**config.mk**
```make
export PLATFORM = sky130hd
export DESIGN_NAME = apb4_timer_irq_ctrl
export DESIGN_NICKNAME = d
export VERILOG_FILES = /design/src/rtl/apb4_timer_irq_ctrl.sv
export SDC_FILE = /design/constraint.sdc
export NUM_CORES = 1
export LEC_CHECK = 0
export CAP_MARGIN = 20
export CORE_AREA = 3 3 69 71
export CTS_CLUSTER_DIAMETER = 40
export DETAILED_ROUTE_END_ITERATION = 8
export DIE_AREA = 0 0 72 74
export PLACE_DENSITY = 0.84
export REMOVE_ABC_BUFFERS = 1
export SYNTH_ARGS = -nofsm -noshare
export SYNTH_HDL_FRONTEND = slang
export SYNTH_SLANG_ARGS = --single-unit
```
**constraint.sdc**
```tcl
create_clock -name pclk_i -period 2.3 [get_ports pclk_i]
set_input_delay 0.46 -clock pclk_i [delete_from_list [all_inputs] [get_ports pclk_i]]
set_output_delay 0.46 -clock pclk_i [all_outputs]
set_load 0.01 [all_outputs]
```
**src/rtl/apb4_timer_irq_ctrl.sv**
```systemverilog
// APB4 interrupt controller for the timer bank: it captures rising edges into pending bits,
// masks them with an enable register, and serves one claim at a time in fixed priority order.
module apb4_timer_irq_ctrl #(
  parameter int IRQ_NUM        = 4,
  parameter int APB_ADDR_WIDTH = 32,
  parameter int APB_DATA_WIDTH = 32
) (
  input  logic                      pclk_i,
  input  logic                      preset_i,
  input  logic [APB_ADDR_WIDTH-1:0] paddr_i,
  input  logic [APB_DATA_WIDTH-1:0] pwdata_i,
  input  logic                      pwrite_i,
  input  logic                      psel_i,
  input  logic                      penable_i,
  output logic [APB_DATA_WIDTH-1:0] prdata_o,
  output logic                      pready_o,
  output logic                      pslverr_o,
  input  logic [IRQ_NUM-1:0]        irq_src_i,
  output logic                      irq_o
);

  typedef enum logic {
    IDLE = 1'b0,
    BUSY = 1'b1
  } state_e;

  state_e             state_q, state_d;
  logic [IRQ_NUM-1:0] src_q, src_d;
  logic [IRQ_NUM-1:0] pending_q, pending_d;
  logic [IRQ_NUM-1:0] overrun_q, overrun_d;
  logic [IRQ_NUM-1:0] enable_q, enable_d;
  logic [3:0]         claim_id_q, claim_id_d;

  logic                      access;
  logic [1:0]                reg_idx;
  logic [IRQ_NUM-1:0]        rise;
  logic [IRQ_NUM-1:0]        masked;
  logic [IRQ_NUM-1:0]        cand_oh;
  logic [3:0]                cand;
  logic                      cand_valid;
  logic [4:0]                cand_p1;
  logic [4:0]                claim_id_p1;
  logic [IRQ_NUM-1:0]        pending_clr;
  logic [IRQ_NUM-1:0]        overrun_clr;
  logic [IRQ_NUM-1:0]        pending_keep;
  logic [APB_DATA_WIDTH-1:0] rdata;
  logic                      slverr;
  logic                      unused_bits;

  assign access      = psel_i & penable_i;
  assign reg_idx     = paddr_i[3:2];
  assign rise        = irq_src_i & ~src_q;
  assign masked      = pending_q & enable_q;
  assign cand_valid  = |masked;
  assign cand_p1     = {1'b0, cand} + 5'd1;
  assign claim_id_p1 = {1'b0, claim_id_q} + 5'd1;
  assign unused_bits = ^{paddr_i, pwdata_i};

  // Scanning from the top down leaves the lowest pending-and-enabled index selected.
  always_comb begin
    cand_oh = '0;
    cand    = '0;
    for (int i = IRQ_NUM - 1; i >= 0; i--) begin
      if (masked[i]) begin
        cand_oh    = '0;
        cand_oh[i] = 1'b1;
        cand       = i[3:0];
      end
    end
  end

  always_comb begin
    src_d       = irq_src_i;
    enable_d    = enable_q;
    state_d     = state_q;
    claim_id_d  = claim_id_q;
    pending_clr = '0;
    overrun_clr = '0;
    rdata       = '0;
    slverr      = 1'b0;

    if (access && !preset_i) begin
      unique case (reg_idx)
        2'd0: begin
          if (pwrite_i) begin
            pending_clr = pwdata_i[IRQ_NUM-1:0];
            overrun_clr = pwdata_i[16 +: IRQ_NUM];
          end else begin
            rdata[IRQ_NUM-1:0]   = pending_q;
            rdata[16 +: IRQ_NUM] = overrun_q;
          end
        end
        2'd1: begin
          if (pwrite_i) enable_d = pwdata_i[IRQ_NUM-1:0];
          else          rdata[IRQ_NUM-1:0] = enable_q;
        end
        2'd2: begin
          if (pwrite_i) begin
            slverr = 1'b1;
          end else if (state_q == IDLE && cand_valid) begin
            rdata[4:0]  = cand_p1;
            pending_clr = cand_oh;
            claim_id_d  = cand;
            state_d     = BUSY;
          end
        end
        default: begin
          if (pwrite_i) begin
            if (state_q == BUSY && pwdata_i[4:0] == claim_id_p1) state_d = IDLE;
            else                                                 slverr  = 1'b1;
          end else if (state_q == BUSY) begin
            rdata[4:0] = claim_id_p1;
          end
        end
      endcase
    end

    // A rise on a bit being cleared this cycle counts as a fresh set, not an overrun.
    pending_keep = pending_q & ~pending_clr;
    pending_d    = pending_keep | rise;
    overrun_d    = (overrun_q & ~overrun_clr) | (rise & pending_keep);
  end

  always_ff @(posedge pclk_i) begin
    if (preset_i) begin
      state_q    <= IDLE;
      src_q      <= '0;
      pending_q  <= '0;
      overrun_q  <= '0;
      enable_q   <= '0;
      claim_id_q <= '0;
    end else begin
      state_q    <= state_d;
      src_q      <= src_d;
      pending_q  <= pending_d;
      overrun_q  <= overrun_d;
      enable_q   <= enable_d;
      claim_id_q <= claim_id_d;
    end
  end

  assign prdata_o  = rdata;
  assign pslverr_o = slverr;
  assign pready_o  = 1'b1;
  assign irq_o     = (state_q == IDLE) && cand_valid;

endmodule

```
==> out/summary.log <==
[critical_path] reg2reg start enable_q[1]
[synthesis] main area contributors after synthesis dfxtp_1, buf_4, mux2i_1
[sta] number of setup violations in the final report 0
[critical_path] Worst Setup SP enable_q[1]
[sta] highest attainable clock frequency 454.4 MHz
[critical_path] Crit. End Element output port
[grt] largest net degree at the start of global routing 18
[floorplan] width of the chip 72 um
[sta] Worst Slack Setup Final 99.39 ps
[min_path] worst min path class reg -> reg
[drt] final routed wire length divided by cell count 13.97 um
[drt] drt initial violations 137
[power_and_ir_drop] worst vdd rail ir drop 0.2486 mV
[critical_path] internal reg-to-reg setup slack 630 ps
[critical_path] family of cells with the greatest summed delay on the critical path compound AO/OA/AOI/OAI gates
[power_and_ir_drop] sum of internal, switching and leakage power 0.7874 mW
[critical_path] Req. time, crit path 1840 ps
[critical_path] critical path buffer and inverter count 3
[final_layout] Diodes inserted 0
[final_layout] Final nets 306
[drt] Vias 1391
[critical_path] class of the most critical setup path reg -> out
[job] max-cap violation count 0
[power_and_ir_drop] standby leakage power 0.8506 nW
[critical_path] worst path arrival time 1740 ps
[power_and_ir_drop] power per cell area 403.9 mW/mm^2
[cts] TritonCTS buffer count 3
[critical_path] Crit path top cell by count buf_4
[critical_path] CP max stage cell dfxtp_1
[synthesis] synthesis-stage register bit count 19
[final_layout] most common cell after layout, fill and taps aside buf_4
[critical_path] critical path fanouts, max 5
[floorplan] number of top-level design ports 108
[floorplan] row cnt 24
[synthesis] cell count after synthesis 167
[sta] worst hold slack 483.9 ps
[sta] setup repair after global routing missed its margin false
[sta] time the worst path needs with I/O delays and setup 2201 ps
[synthesis] Yosys warning total 0
[synthesis] number of flops mapped to enable cells by yosys 0
[floorplan] Placeable Area 0.004294 sq mm
[drt] First-pass DRT Iterations 4
[floorplan] starting density of the core 0.3249
[sta] Worst Clk Skew 6.826 ps
[grt] global route overflow 0
[sta] Final Max Tran Viols 0
[synthesis] post-synthesis average cell area 8.354 sq um
[placement] Routability Congestion 0.8210
[critical_path] cell breakdown of the critical path a22oi_2 > buf_4 > a2111oi_4 > buf_4 > a22o_1 > buf_2
[placement] number of instances in the placed design 266
[final_layout] top library cells by usage in the layout, fill and taps aside buf_4, conb_1, dfxtp_1, clkdlybuf4s50_1
[cts] clock tree buffer depth 2
[sta] final period utilization 0.9568
[critical_path] CP Depth 6
[drt] count of unresolved DRC violations after routing 0
[synthesis] async set-or-reset flop fraction in the synthesized netlist 0
[synthesis] post-synth top area share 0.2726
[drt] via/cell ratio 4.950
[critical_path] Critical Path Start Type flop
[cts] number of levels in the clock H-tree 1
[placement] HPWL after DPL 2827 um
[sta] number of hold violations in the final report 0
[grt] total global-route track usage 0.1470
[cts] TritonCTS clock tree done
[grt] antenna violations before repair 0
[cts] master cell of the clock root buffer clkbuf_8
[critical_path] Crit Reg-Reg Endpoint claim_id_q[1]
[synthesis] Syn Std Cell Area 0.001395 sq mm
[placement] Port-buffer cells 29
[synthesis] library cell occupying the most area in the post-synthesis netlist dfxtp_1
[run_status] run status finished clean
[synthesis] fraction of the yosys area taken by sequential cells 0.2726
[floorplan] Die Area 0.005328 sq mm
[cts] clock-pin slew on the worst setup and hold paths 80 ps
[drt] count of antenna-violating nets left after detailed routing 0
[final_layout] share of layout cells above drive strength 1 0.2926
[critical_path] capture point of the worst path prdata_o[0]
[floorplan] vertical die dimension 74 um
[final_layout] layout overhead on the synthesized area 39.73%
[cts] Clk Latency, worst-skew pair 270 ps
[placement] DP Worst Slack -513.2 ps
[sta] aggregate negative setup slack 0 ps
[grt] global-route wire length before repair 6161 um
[synthesis] number of unique standard cell types used by synthesis 41
[drt] Total Wirelength 3925 um
[final_layout] count of non-filler cells in the finished layout 281
[grt] number of global-route vias before repair 1317
[critical_path] slowest cell delay on critical path 440 ps
[critical_path] Worst Reg-to-Reg Cells 7
[synthesis] Post-synth top flop dfxtp_1
[cts] TritonCTS sink count 19
==> per-stage QoR <==
stage / utilization / cell area (sq um)
2_1_floorplan: - / 1250
3_3_place_gp: 0.4257 / 1828
3_5_place_dp: 0.4257 / 1828
4_1_cts: 0.4508 / 1936
5_1_grt: 0.4540 / 1949
6_report: 0.4540 / 1949
==> repair_timing <==
action / 4_1_cts / 5_1_grt
hold buffers: 0 / 0
pin swaps: 5 / 3
hold endpoints to repair: 0 / 0
gates resized for setup: 41 / 10
endpoints found under the setup margin: 9 / 3
buffers inserted: 10 / 1
==> worst min-delay path by stage <==
| stage | cells after the start | from | end |
|---|---|---|---|
| global route | 2 | overrun_q[0] | overrun_q[0] |
| finish | 2 | overrun_q[1] | overrun_q[1] |
| CTS | 2 | overrun_q[1] | overrun_q[1] |
| detailed placement | 2 | overrun_q[1] | overrun_q[1] |
| global placement | 2 | overrun_q[0] | overrun_q[0] |
| floorplan | 2 | overrun_q[0] | overrun_q[0] |
==> registers in the layout, indices dropped and copies added (netlist names) <==
signal      cells
enable_q        4
src_q           4
overrun_q       4
claim_id_q      2
state_q         1
pending_q       4
==> logic make-up after synthesis <==
kind of cell | Yosys count | share of synthesized area
AO/OA/AOI/OAI | 28 | 0.1507
XOR/XNOR | 3 | 0.01884
adder cells (fa/ha/maj) | 3 | 0.02691
buffers and inverters | 37 | 0.1767
flip-flops | 19 | 0.2726
multiplexers | 10 | 0.07175
other | 2 | 0.005383
AND/OR/NAND/NOR | 65 | 0.2771
==> metal layers <==
metal	up-vias	track usage	wire, um
li1	666	-	-
met1	650	0.1831	1664
met2	66	0.2592	1866
met3	9	0.03649	325
met4	0	0.02923	69
met5	-	0	0
==> worst register-to-register path, stage by stage, from the launching register on <==
cell and delay (ps):
dfxtp_1 440, a22oi_2 120, buf_4 170, a2111oi_4 330
buf_4 170, buf_4 110, mux2i_1 180, nor2_1 50
==> where the power goes <==
part           switching, mW  internal [mW]  leakage [nW]
logic                 0.0881         0.0885         0.671
registers             0.0118          0.347         0.158
clock network          0.130          0.122        0.0217
total                  0.230          0.558         0.851
==> cells in the mapped netlist, types with 2 or more instances <==
cell / count
ha_1: 3
nor2_1: 8
buf_2: 5
xnor2_1: 2
clkbuf_1: 2
buf_4: 25
inv_1: 4
nand2_1: 11
o21ai_0: 6
a22o_1: 3
mux2i_1: 10
nor4bb_1: 2
a21oi_1: 5
and2_1: 5
and2b_1: 3
nand3_1: 11
nand2b_1: 4
nand4_1: 6
o22ai_1: 4
dfxtp_1: 19
nor3_1: 2
nor2b_1: 5
conb_1: 2
nor3b_1: 3
==> layout make-up <==
type / instances / area (sq um)
clock buffers: 3 / 41.29
clock inverters: 1 / 7.507
fillers: 417 / 2345
inverters: 4 / 15.01
multi-input cells: 134 / 880.8
flip-flops and latches: 19 / 386.6
well taps: 52 / 65.06
repair buffers: 68 / 553.0
No activity file was read; power rests on OpenSTA's default activity.
